==> config.mk <==
export PLATFORM = sky130hd
export DESIGN_NAME = multi_cycle_control
export DESIGN_NICKNAME = d
export VERILOG_FILES = /design/src/rtl/multi_cycle_control_pkg.sv /design/src/rtl/multi_cycle_control_decode.sv /design/src/rtl/multi_cycle_control.sv
export SDC_FILE = /design/constraint.sdc
export NUM_CORES = 1
export LEC_CHECK = 0
export BUFFER_PORTS_ARGS = -buffer_cell sky130_fd_sc_hd__buf_2
export CAP_MARGIN = 10
export CORE_ASPECT_RATIO = 1.2
export CORE_UTILIZATION = 47
export DETAILED_ROUTE_END_ITERATION = 7
export GPL_TIMING_DRIVEN = 0
export PLACE_DENSITY_LB_ADDON = 0.05
export SYNTH_ARGS = -nofsm -noshare
export SYNTH_HDL_FRONTEND = slang
export SYNTH_HIERARCHICAL = 1
export SYNTH_SLANG_ARGS = --single-unit
==> constraint.sdc <==
create_clock -name clk_i -period 2.3 [get_ports clk_i]
set_clock_uncertainty 0.15 [all_clocks]
set_input_delay 0 -clock clk_i [delete_from_list [all_inputs] [get_ports clk_i]]
set_output_delay 0 -clock clk_i [all_outputs]
set_load 0.02 [all_outputs]
==> src/rtl/multi_cycle_control_pkg.sv <==
// Shared MIPS multi-cycle definitions: FSM state codes, opcodes, and mux/ALU selects.
package multi_cycle_control_pkg;

    typedef enum logic [3:0] {
        ST_IDLE     = 4'd0,
        ST_FETCH    = 4'd1,
        ST_DECODE   = 4'd2,
        ST_MEM_ADDR = 4'd3,
        ST_MEM_RD   = 4'd4,
        ST_MEM_WB   = 4'd5,
        ST_MEM_WR   = 4'd6,
        ST_R_EXEC   = 4'd7,
        ST_R_WB     = 4'd8,
        ST_BRANCH   = 4'd9,
        ST_JUMP     = 4'd10,
        ST_I_EXEC   = 4'd11,
        ST_I_WB     = 4'd12
    } state_e;

    localparam logic [5:0] OP_RTYPE = 6'b000000;
    localparam logic [5:0] OP_LW    = 6'b100011;
    localparam logic [5:0] OP_SW    = 6'b101011;
    localparam logic [5:0] OP_BEQ   = 6'b000100;
    localparam logic [5:0] OP_J     = 6'b000010;
    localparam logic [5:0] OP_ADDI  = 6'b001000;
    localparam logic [5:0] OP_ORI   = 6'b001101;

    localparam logic [1:0] ALUOP_ADD   = 2'd0;
    localparam logic [1:0] ALUOP_SUB   = 2'd1;
    localparam logic [1:0] ALUOP_FUNCT = 2'd2;
    localparam logic [1:0] ALUOP_OR    = 2'd3;

    localparam logic [1:0] SRCB_REG     = 2'd0;
    localparam logic [1:0] SRCB_FOUR    = 2'd1;
    localparam logic [1:0] SRCB_IMM     = 2'd2;
    localparam logic [1:0] SRCB_IMM_SH2 = 2'd3;

    localparam logic [1:0] PCSRC_ALU    = 2'd0;
    localparam logic [1:0] PCSRC_ALUOUT = 2'd1;
    localparam logic [1:0] PCSRC_JUMP   = 2'd2;

    // Per-state control word produced by the output decoder
    typedef struct packed {
        logic       pc_write;
        logic       iord;
        logic       mem_read;
        logic       mem_write;
        logic       ir_write;
        logic       branch;
        logic       reg_dst;
        logic       mem_to_reg;
        logic       reg_write;
        logic       alu_src_a;
        logic       ext_op;
        logic [1:0] alu_src_b;
        logic [1:0] alu_op;
        logic [1:0] pc_source;
    } ctrl_t;

    function automatic logic op_supported(input logic [5:0] op);
        return (op == OP_RTYPE) || (op == OP_LW) || (op == OP_SW) || (op == OP_BEQ) ||
               (op == OP_J) || (op == OP_ADDI) || (op == OP_ORI);
    endfunction

endpackage

==> src/rtl/multi_cycle_control_decode.sv <==
// Combinational per-state control decode for the multi-cycle MIPS controller.
module multi_cycle_control_decode
    import multi_cycle_control_pkg::*;
(
    input  state_e      state_i,
    input  logic [5:0]  opcode_i,
    input  logic        mem_ready_i,
    output ctrl_t       ctrl_o
);

    logic is_ori;
    assign is_ori = (opcode_i == OP_ORI);

    // Map the current state (and registered opcode) to datapath controls
    always_comb begin
        ctrl_o = '0;
        unique case (state_i)
            ST_FETCH: begin
                ctrl_o.mem_read  = 1'b1;
                ctrl_o.alu_src_b = SRCB_FOUR;
                ctrl_o.alu_op    = ALUOP_ADD;
                ctrl_o.pc_source = PCSRC_ALU;
                ctrl_o.ir_write  = mem_ready_i;
                ctrl_o.pc_write  = mem_ready_i;
            end
            ST_DECODE: begin
                ctrl_o.alu_src_b = SRCB_IMM_SH2;
                ctrl_o.alu_op    = ALUOP_ADD;
                ctrl_o.ext_op    = 1'b1;
            end
            ST_MEM_ADDR, ST_I_EXEC: begin
                ctrl_o.alu_src_a = 1'b1;
                ctrl_o.alu_src_b = SRCB_IMM;
                ctrl_o.alu_op    = is_ori ? ALUOP_OR : ALUOP_ADD;
                ctrl_o.ext_op    = ~is_ori;
            end
            ST_MEM_RD: begin
                ctrl_o.iord     = 1'b1;
                ctrl_o.mem_read = 1'b1;
            end
            ST_MEM_WR: begin
                ctrl_o.iord      = 1'b1;
                ctrl_o.mem_write = 1'b1;
            end
            ST_MEM_WB: begin
                ctrl_o.reg_write  = 1'b1;
                ctrl_o.mem_to_reg = 1'b1;
            end
            ST_R_EXEC: begin
                ctrl_o.alu_src_a = 1'b1;
                ctrl_o.alu_src_b = SRCB_REG;
                ctrl_o.alu_op    = ALUOP_FUNCT;
            end
            ST_R_WB: begin
                ctrl_o.reg_write = 1'b1;
                ctrl_o.reg_dst   = 1'b1;
            end
            ST_I_WB: begin
                ctrl_o.reg_write = 1'b1;
            end
            ST_BRANCH: begin
                ctrl_o.alu_src_a = 1'b1;
                ctrl_o.alu_src_b = SRCB_REG;
                ctrl_o.alu_op    = ALUOP_SUB;
                ctrl_o.branch    = 1'b1;
                ctrl_o.pc_source = PCSRC_ALUOUT;
            end
            ST_JUMP: begin
                ctrl_o.pc_write  = 1'b1;
                ctrl_o.pc_source = PCSRC_JUMP;
            end
            default: ctrl_o = '0;
        endcase
    end

endmodule

==> src/rtl/multi_cycle_control.sv <==
// Multi-cycle MIPS control unit: state register, opcode latch and next-state logic.
module multi_cycle_control
    import multi_cycle_control_pkg::*;
(
    input  logic       clk_i,
    input  logic       rst_i,
    input  logic [5:0] opcode_i,
    input  logic [5:0] funct_i,
    input  logic       mem_ready_i,
    output logic       PC_write_o,
    output logic       IorD_o,
    output logic       mem_read_o,
    output logic       mem_write_o,
    output logic       IR_write_o,
    output logic       branch_o,
    output logic       reg_dst_o,
    output logic       mem_to_reg_o,
    output logic       reg_write_o,
    output logic       ALU_src_a_o,
    output logic       ext_op_o,
    output logic       illegal_o,
    output logic [1:0] ALU_src_b_o,
    output logic [1:0] ALU_op_o,
    output logic [1:0] PC_source_o,
    output logic [3:0] state_o
);

    state_e     state_q, state_d;
    logic [5:0] opcode_q;
    ctrl_t      ctrl;

    // funct goes straight to the ALU control unit; this block never looks at it
    logic unused_funct;
    assign unused_funct = ^funct_i;

    // Next-state selection; post-DECODE decisions use the latched opcode
    always_comb begin
        state_d = state_q;
        unique case (state_q)
            ST_IDLE:     state_d = ST_FETCH;
            ST_FETCH:    if (mem_ready_i) state_d = ST_DECODE;
            ST_DECODE: begin
                if (opcode_i == OP_RTYPE)                           state_d = ST_R_EXEC;
                else if ((opcode_i == OP_LW) || (opcode_i == OP_SW)) state_d = ST_MEM_ADDR;
                else if (opcode_i == OP_BEQ)                        state_d = ST_BRANCH;
                else if (opcode_i == OP_J)                          state_d = ST_JUMP;
                else if ((opcode_i == OP_ADDI) || (opcode_i == OP_ORI)) state_d = ST_I_EXEC;
                else                                                state_d = ST_FETCH;
            end
            ST_MEM_ADDR: state_d = (opcode_q == OP_LW) ? ST_MEM_RD : ST_MEM_WR;
            ST_MEM_RD:   if (mem_ready_i) state_d = ST_MEM_WB;
            ST_MEM_WR:   if (mem_ready_i) state_d = ST_FETCH;
            ST_R_EXEC:   state_d = ST_R_WB;
            ST_I_EXEC:   state_d = ST_I_WB;
            ST_MEM_WB, ST_R_WB, ST_I_WB, ST_BRANCH, ST_JUMP: state_d = ST_FETCH;
            default:     state_d = ST_IDLE;
        endcase
    end

    // State and opcode registers; the opcode is latched as DECODE is left
    always_ff @(posedge clk_i or negedge rst_i) begin
        if (!rst_i) begin
            state_q  <= ST_IDLE;
            opcode_q <= '0;
        end else begin
            state_q <= state_d;
            if (state_q == ST_DECODE) opcode_q <= opcode_i;
        end
    end

    multi_cycle_control_decode u_decode (
        .state_i     (state_q),
        .opcode_i    (opcode_q),
        .mem_ready_i (mem_ready_i),
        .ctrl_o      (ctrl)
    );

    assign illegal_o    = (state_q == ST_DECODE) && !op_supported(opcode_i);
    assign PC_write_o   = ctrl.pc_write;
    assign IorD_o       = ctrl.iord;
    assign mem_read_o   = ctrl.mem_read;
    assign mem_write_o  = ctrl.mem_write;
    assign IR_write_o   = ctrl.ir_write;
    assign branch_o     = ctrl.branch;
    assign reg_dst_o    = ctrl.reg_dst;
    assign mem_to_reg_o = ctrl.mem_to_reg;
    assign reg_write_o  = ctrl.reg_write;
    assign ALU_src_a_o  = ctrl.alu_src_a;
    assign ext_op_o     = ctrl.ext_op;
    assign ALU_src_b_o  = ctrl.alu_src_b;
    assign ALU_op_o     = ctrl.alu_op;
    assign PC_source_o  = ctrl.pc_source;
    assign state_o      = state_q;

endmodule

-- Word-level counts from Yosys, hierarchy flattened
Index checks and enable logic that the tools add are counted.
- bits in registers: 10
- memories: 0
- latch bits: 0
- output and inout bits: 22
- memory bits (read-only): 0
- RAM bits: 0
- input port bits: 15
- bitwise operators: 1
- magnitude comparators: 0
- add/sub/neg operators: 0
- reductions and logical operators: 19
- divide/modulo/power cells: 0
- multiplexer cells: 24
- shift operators: 0
- eq/ne operators: 23
- multipliers: 0
- operators with widths (kind ; count):
    4-bit two-way mux ; 8
    4-bit case mux with 8 select lines ; 1
    4-bit == test, second input constant ; 5
    4-bit case mux with 5 select lines ; 1
    6-bit by 4-bit == test with 1-bit output, second input constant ; 3
    6-bit == test, second input constant ; 3
    4-bit by 3-bit == test with 1-bit output, second input constant ; 4
    1-bit two-way mux ; 9
    4-bit by 2-bit == test with 1-bit output, second input constant ; 2
    1-bit logical OR ; 8
    6-bit by 2-bit == test with 1-bit output, second input constant ; 1
    6-bit by 3-bit == test with 1-bit output, second input constant ; 1
    6-bit logical NOT ; 1
    2-bit inequality test, second input constant ; 3
    2-bit OR reduction ; 3
    6-bit OR reduction ; 1
    4-bit by 1-bit == test with 1-bit output, second input constant ; 1
    4-bit logical NOT ; 1
    2-bit two-way mux ; 2
    1-bit case mux with 2 select lines ; 2
    2-bit case mux with 2 select lines ; 1
    4-bit OR reduction ; 1
    3-bit AND reduction ; 1
    3-bit OR reduction ; 1
    other kinds (3) ; 3

-- Longest topological paths before layout
Gate-level depths: netlist of the first run.
- depth in word-level cells: 9
- gate-level depth with buffers: 5
- depth with buffers taken out: 4

-- Hierarchy
The synthesis of the first run kept the hierarchy.
- modules (own cells, without submodules) (module ; times used ; seq. area each (um^2) ; cells each ; area each (um^2)):
    multi_cycle_control ; 1 ; 250.2 ; 63 ; 644.4
    multi_cycle_control_decode ; 1 ; 0.0 ; 36 ; 279.0

-- Worst setup path after synthesis of the first run
Ideal clock, no wire load.
- path type: register to output
- start point: register state_q[3], in the netlist state_o[3]
- end point: output illegal_o
- path buffers: 1
- slack: 0.539 ns
- cell stages (with the launch flop): 5
- arrival: 1.611 ns
- path through: dfrtp_1 > clkbuf_1 > nor4b_4 > o31ai_1 > nor2b_1
- cells in the longest elaborated chain, start to end: 2
- ends and longest elaborated chain (what ; RTL line ; RTL):
    start, declared ; multi_cycle_control.sv:28 ; state_e state_q, state_d;
    start signal, assigned ; multi_cycle_control.sv:66 ; state_q <= state_d;
    4-bit by 2-bit == test with 1-bit output ; multi_cycle_control.sv:78 ; assign illegal_o = (state_q == ST_DECODE) && !op_supported(opcode_i);
    1-bit logical AND ; multi_cycle_control.sv:78 ;
    end, declared ; multi_cycle_control.sv:21 ; output logic illegal_o,
No other way between the ends.

-- Final worst setup path of the first run
- start point: register state_q[0], in the netlist state_o[0]
- end point: output illegal_o
The elaborated chain is that of the path after synthesis.

==> qor.yml, run 1 <==
clocking:
  cts_resized: 0
  postCtsSetupBuffers: 0
  cts_hold_buffers: 7
  cts_tree: "built"
  htreeDepth: 1
  clkSinkCount: 10
  path_clk_slew_ns: 0.06
  cts_root_buf: "clkbuf_4"
  insertion_delay_ns: 0.25
  cts_buffer_depth: 2
  cts_buffers: 3
power:
  p_leak_nw: 0.5322
  powerDensity_nw_per_um2: 1188
  ir_drop_mv: 0.6255
critical_path:
  reg2reg_depth: 3
  slowest_stage: "nor4b_4"
  worst-path-buf-inv: 2
  cp_data_required_time_ns: 2.15
  cp.arrival_ns: 1.91
  crit_type: "reg -> out"
  crit_path_start_kind: "flop"
  crit_path_end_kind: "output port"
  critPathMaxFanout: 9
  worst_path_largest_cell_delay_ns: 0.52
  cpLargestDelayFamily: "simple AND/OR/NAND/NOR gates"
  r2r_slack_ns: 0.47
  crit_chain: "clkbuf_1, nor4b_4, o31ai_1, nor2b_1, buf_2"
  path_depth: 5
global_routing:
  grt_pass1_wl_um: 3657
  first_global_vias: 804
  antenna_found_initial: 0
  grt_max_degree: 11
  gr-total-overflow: 0
  grt_usage: 0.2172
synthesis:
  ys_ff_latch: 10
  synthFlopType: "dfrtp_1"
  ys_types: 51
  synth_edf_count: 0
  synth_top_area_share: 0.2710
  syn-num-nets: 114
  synthAdderAreaFrac: 0
  yosysWarnings: 6
  syn_inst: 99
  yosysTopAreaCell: "dfrtp_1"
  syn-cell-area_um2: 923.4
  ys_seq_area_frac: 0.2710
  syn_avg_cell_area_um2: 9.327
  synth_compound_area_frac: 0.1870
  async_flop_share: 1.000
  muxShareOfSynthArea: 0.07317
  synth.area.top_cells: "dfrtp_1, mux2_2, buf_6, xnor2_1, nor2b_1"
  yosys.area_share.simple: 0.3360
  synth_xor_xnor_area_share: 0.03794
  synth_top_family_by_area: "simple AND/OR/NAND/NOR gates"
place:
  place.gp.congestion: 0.7361
  dp_hpwl_um: 1551
  io_buffers: 27
detailed_routing:
  wl_per_cell_um: 13.50
  vias: 876
  via_per_inst: 5.652
  drtAntennaViolNets: 0
  drt_wl_total_um: 2093
  drt_iter0_markers: 9
  route.detailed.drc: 0
  dr.pass1.iters: 4
run_status:
  status: "finished clean"
flow_run:
  maxCapViolations: 0
floorplan:
  die-width_um: 42.46
  start_util: 0.4990
  num_io_pins: 37
  die-area_um2: 2147
  rows: 17
  die_y_um: 50.56
  core_um2: 1851
sta:
  fin_setup_tns_ns: 0
  setup_viol: 0
  relSlewSlack: 0.6495
  clock.fmax_mhz: 485.4
  hold_viol: 0
  post-route-period-util: 0.8958
  fin_hold_ws_ns: 0.003398
  min_period_ns: 2.060
  worstMarginPinSlew_ns: 0.5235
  rsz0062_at_grt: "no"
  slew_viol_final: 0
final_layout:
  nets: 153
  area_growth_pct: 27.24
  final_core_util: 0.6349
  drive_gt1_frac: 0.3971
  diodes: 0
  n_fill_cell: 173
min_path:
  min_path_type: "in -> reg"
  holdPathStages: 4
==> synthesized netlist by cell type (2+ instances only) <==
library cell,n
nand2_1,2
nand4_1,2
nor2b_1,4
and3_1,2
xnor2_1,4
o21ai_0,4
inv_1,2
a31oi_1,2
clkbuf_1,4
o22ai_1,2
buf_6,5
nor2_1,5
nor3_1,5
dfrtp_1,10
mux2_2,6
nor3b_1,2
a21oi_1,3
and2_1,2
==> state kept, by name, summed over array words and instances, names as in the netlist <==
name      flops
opcode_q      6
state_o       4
==> area by class of cell <==
type / count / area (um2) / share of cell area
Sequential cell: 10 / 250.2 / 0.2130
Timing Repair Buffer: 34 / 205.2 / 0.1747
Multi-Input combinational cell: 76 / 585.6 / 0.4984
Clock buffer: 3 / 22.52 / 0.01917
Buffer: 10 / 76.32 / 0.06496
Inverter: 3 / 11.26 / 0.009585
Tap cell: 19 / 23.77 / 0.02023
==> worst paths after layout <==
kind,from,to
max,state_o[0]$_DFFE_PN0P_,illegal_o
min,mem_ready_i,state_o[1]$_DFFE_PN0P_
max reg2reg,state_o[0]$_DFFE_PN0P_,opcode_q[2]$_DFFE_PN0P_
min reg2reg,opcode_q[1]$_DFFE_PN0P_,opcode_q[1]$_DFFE_PN0P_
max in group asynchronous,rst_i,opcode_q[4]$_DFFE_PN0P_
min in group asynchronous,rst_i,state_o[1]$_DFFE_PN0P_
==> placed cells by master, fill, tap and decap left out, drive strengths merged, types with 2 or more instances in the layout <==
| cell type | count |
|---|---|
| nor3 | 6 |
| and3 | 4 |
| nor3b | 3 |
| xnor2 | 4 |
| nor2 | 5 |
| mux2 | 6 |
| dfrtp | 10 |
| nor2b | 5 |
| and2b | 2 |
| nand2 | 2 |
| a31oi | 2 |
| clkbuf | 8 |
| nand4 | 2 |
| and2 | 3 |
| nor4b | 2 |
| dlygate4sd3 | 7 |
| o21ai | 4 |
| inv | 3 |
| o22ai | 2 |
| a21boi | 2 |
| buf | 32 |
| a21oi | 3 |
==> worst register-to-register path, delay by kind of cell, from the launching register on <==
family,cells,cell delay (ns)
buf+inv,1,0.24
flops,1,0.41
mux,1,0.39
simple gates,1,0.52
==> cells by family after synthesis <==
family / count (synthesis)
AND/OR/NAND/NOR: 42
AO/OA/AOI/OAI: 24
buffers and inverters: 13
flip-flops: 10
multiplexers: 6
XOR/XNOR: 4
==> metrics by stage <==
step	total power [mW]	instances	instance area [um2]	worst slack (ns)
6_report	1.396	155	1175	0.2398
5_1_grt	1.512	155	1175	0.1179
4_1_cts	1.402	155	1175	0.2351
3_5_place_dp	1.282	145	1082	0.4796
3_3_place_gp	1.260	145	1082	0.4859
2_1_floorplan	1.049	99	923.4	0.5387
==> per-layer routing <==
layer  GRT usage  wire [um]  up-vias
li1            -          -      446
met2      0.3923       1117       21
met1      0.2750        906      409
met4     0.04167          0        0
met3     0.02878         69        0
met5           0          0        -
==> power breakdown <==
group          internal, mW  leakage [nW]  switching (mW)
registers             0.260         0.122          0.0934
logic                 0.413         0.396           0.523
clock network        0.0597        0.0138          0.0475
total                 0.732         0.532           0.664
(Power assumes the default switching activity.)
==> run 2: changes to the inputs <==
- SETUP_SLACK_MARGIN: default -> 0.5
- TNS_END_PERCENT: default -> 20
==> run 2 against run 1 <==
Effect of this change: clock-buffer cell count unchanged; utilization up 0.54 points; power grew 0.71%; global-route usage shrank 0.52 points; critical path type unchanged; first-iteration DRC count is 33% higher; clock power hardly changed.
==> qor.yml, run 2 (synthesis results as in run 1) <==
run_status:
  status: "finished clean"  # unchanged
global_routing:
  gr-total-overflow: 0  # unchanged
  grt_pass1_wl_um: 3574  # was 3657 um
  grt_max_degree: 11  # unchanged
  antenna_found_initial: 0  # unchanged
  grt_usage: 0.2120  # was 0.2172
  first_global_vias: 810  # was 804
power:
  p_leak_nw: 0.5447  # was 0.5322 nW
  powerDensity_nw_per_um2: 1187  # was 1188 nW/um2
  fin_total_pwr_mw: 1.406  # was 1.396 mW
  ir_drop_mv: 0.6277  # was 0.6255 mV
critical_path:
  r2r_slack_ns: 0.59  # was 0.47 ns
  crit_path_start_kind: "flop"  # unchanged
  cp.arrival_ns: 1.59  # was 1.91 ns
  cp_data_required_time_ns: 2.15  # about the same
  crit-reg2reg-launch: "state_o[3]$_DFFE_PN0P_"  # was state_o[0]$_DFFE_PN0P_
  crit_type: "reg -> out"  # unchanged
  crit_path_end_kind: "output port"  # unchanged
  critPathMaxFanout: 6  # was 9
  reg2reg_depth: 4  # was 3
  reg2reg_to: "opcode_q[2]$_DFFE_PN0P_"  # unchanged
  crit_start: "state_o[3]$_DFFE_PN0P_"  # was state_o[0]$_DFFE_PN0P_
sta:
  clock.fmax_mhz: 576.2  # was 485.4 MHz
  min_period_ns: 1.735  # was 2.060 ns
  fin_setup_tns_ns: 0  # unchanged
  rsz0062_at_grt: "yes"  # was no
  relSlewSlack: 0.7112  # was 0.6495
  slew_viol_final: 0  # unchanged
  setup_ws_ns: 0.5645  # was 0.2398 ns
  fin_hold_ws_ns: 0.006968  # was 0.003398 ns
  hold_viol: 0  # unchanged
  worstMarginPinSlew_ns: 0.4317  # was 0.5235 ns
  post-route-period-util: 0.7545  # was 0.8958
  setup_viol: 0  # unchanged
final_layout:
  seq_area_um2: 250.2  # unchanged
  layout_commonest_cell: "buf_2"  # unchanged
  final_area_um2: 1185  # was 1175 um2
  area_growth_pct: 28.32  # was 27.24%
  multi_input_area_um2: 585.6  # unchanged
  drive_gt1_frac: 0.4161  # was 0.3971
  final_core_util: 0.6403  # was 0.6349
  regMostFlops: "opcode_q"  # unchanged
  nets: 154  # was 153
  layout.cells.non_filler: 156  # was 155
  n_fill_cell: 172  # was 173
  final_cell_mix: "buf_2, dfrtp_1, dlygate4sd3_1, mux2_2"  # unchanged
  largest_reg_flops: 6  # unchanged
  diodes: 0  # unchanged
clocking:
  cts_tree: "built"  # unchanged
  cts_root_buf: "clkbuf_4"  # unchanged
  insertion_delay_ns: 0.24  # was 0.25 ns
  clkSinkCount: 10  # unchanged
  cts_buffer_depth: 2  # unchanged
  path_clk_slew_ns: 0.06  # about the same
  cts_buffers: 3  # unchanged
  htreeDepth: 1  # unchanged
floorplan:
  die-width_um: 42.46  # unchanged
  num_io_pins: 37  # unchanged
  core_um2: 1851  # unchanged
  rows: 17  # unchanged
  start_util: 0.4990  # unchanged
  die_y_um: 50.56  # unchanged
  die-area_um2: 2147  # unchanged
detailed_routing:
  wl_per_cell_um: 13.12  # was 13.50 um
  dr.pass1.iters: 3  # was 4
  drt_iter0_markers: 12  # was 9
  drt_wl_total_um: 2046  # was 2093 um
  drtAntennaViolNets: 0  # unchanged
  route.detailed.drc: 0  # unchanged
  via_per_inst: 5.712  # was 5.652
  vias: 891  # was 876
place:
  dp_slack_ns: 0.4796  # unchanged
  place.gp.congestion: 0.7361  # unchanged
  placed_cells_incl_taps: 145  # unchanged
  dp_hpwl_um: 1551  # unchanged
  io_buffers: 27  # unchanged
  placed_area_um2: 1082  # unchanged
flow_run:
  maxCapViolations: 0  # unchanged
min_path:
  min_from: "mem_ready_i"  # unchanged
  holdPathStages: 4  # unchanged
  min_path_type: "in -> reg"  # unchanged
  holdPathEnd: "state_o[1]$_DFFE_PN0P_"  # unchanged
## run 2: cell types whose count changed in the layout (fill, tap and decap cells not counted), sizes merged
cell,delta
buf,+2
clkbuf,-1
## run 2: what timing repair did
action / CTS / global route
cloned: 0 / 0
resized for setup: 0 / 5
pin swaps: 1 / 0
buffers inserted: 1 / 0
hold buffers: 7 / 0
endpoints found under the hold margin: 15 / 0
endpoints found under the setup margin: 9 / 9
## run 2: power breakdown
part           switching (mW)  internal [mW]  leakage, nW
Combinational           0.521          0.424        0.409
Sequential             0.0950          0.260        0.122
Clock                  0.0470         0.0597       0.0138
Total                   0.663          0.743        0.545
## run 2: worst max-delay path: stages, from the launching register on
cell and delay (ns):
dfrtp_1 0.42, buf_2 0.19, nor4b_4 0.31, o31ai_1 0.13
nor2b_1 0.13, buf_2 0.17
## run 2: final cells by class
type | instances | share of cell area
plain buffers | 10 | 0.06653
clock buffers | 3 | 0.01901
inverters | 3 | 0.009504
multi-input cells | 76 | 0.4942
flip-flops and latches | 10 | 0.2112
well taps | 19 | 0.02006
repair buffers | 35 | 0.1795
## run 2: metal layers
layer | part of all wire | vias to the layer above | GRT usage | wire length, um
met1 | 0.42 | 423 | 0.2705 | 864
met5 | 0 | - | 0 | 0
li1 | - | 447 | - | -
met3 | 0.035 | 0 | 0.02878 | 71
met4 | 0 | 0 | 0.04167 | 0
met2 | 0.54 | 21 | 0.3795 | 1110
## run 2: how the worst max path moves through the flow
stage	cells past startpoint	endpoint
finish	5	illegal_o
global route	5	ext_op_o
CTS	5	illegal_o
detailed placement	3	opcode_q[5]$_DFFE_PN0P_
global placement	3	opcode_q[3]$_DFFE_PN0P_
floorplan	4	illegal_o
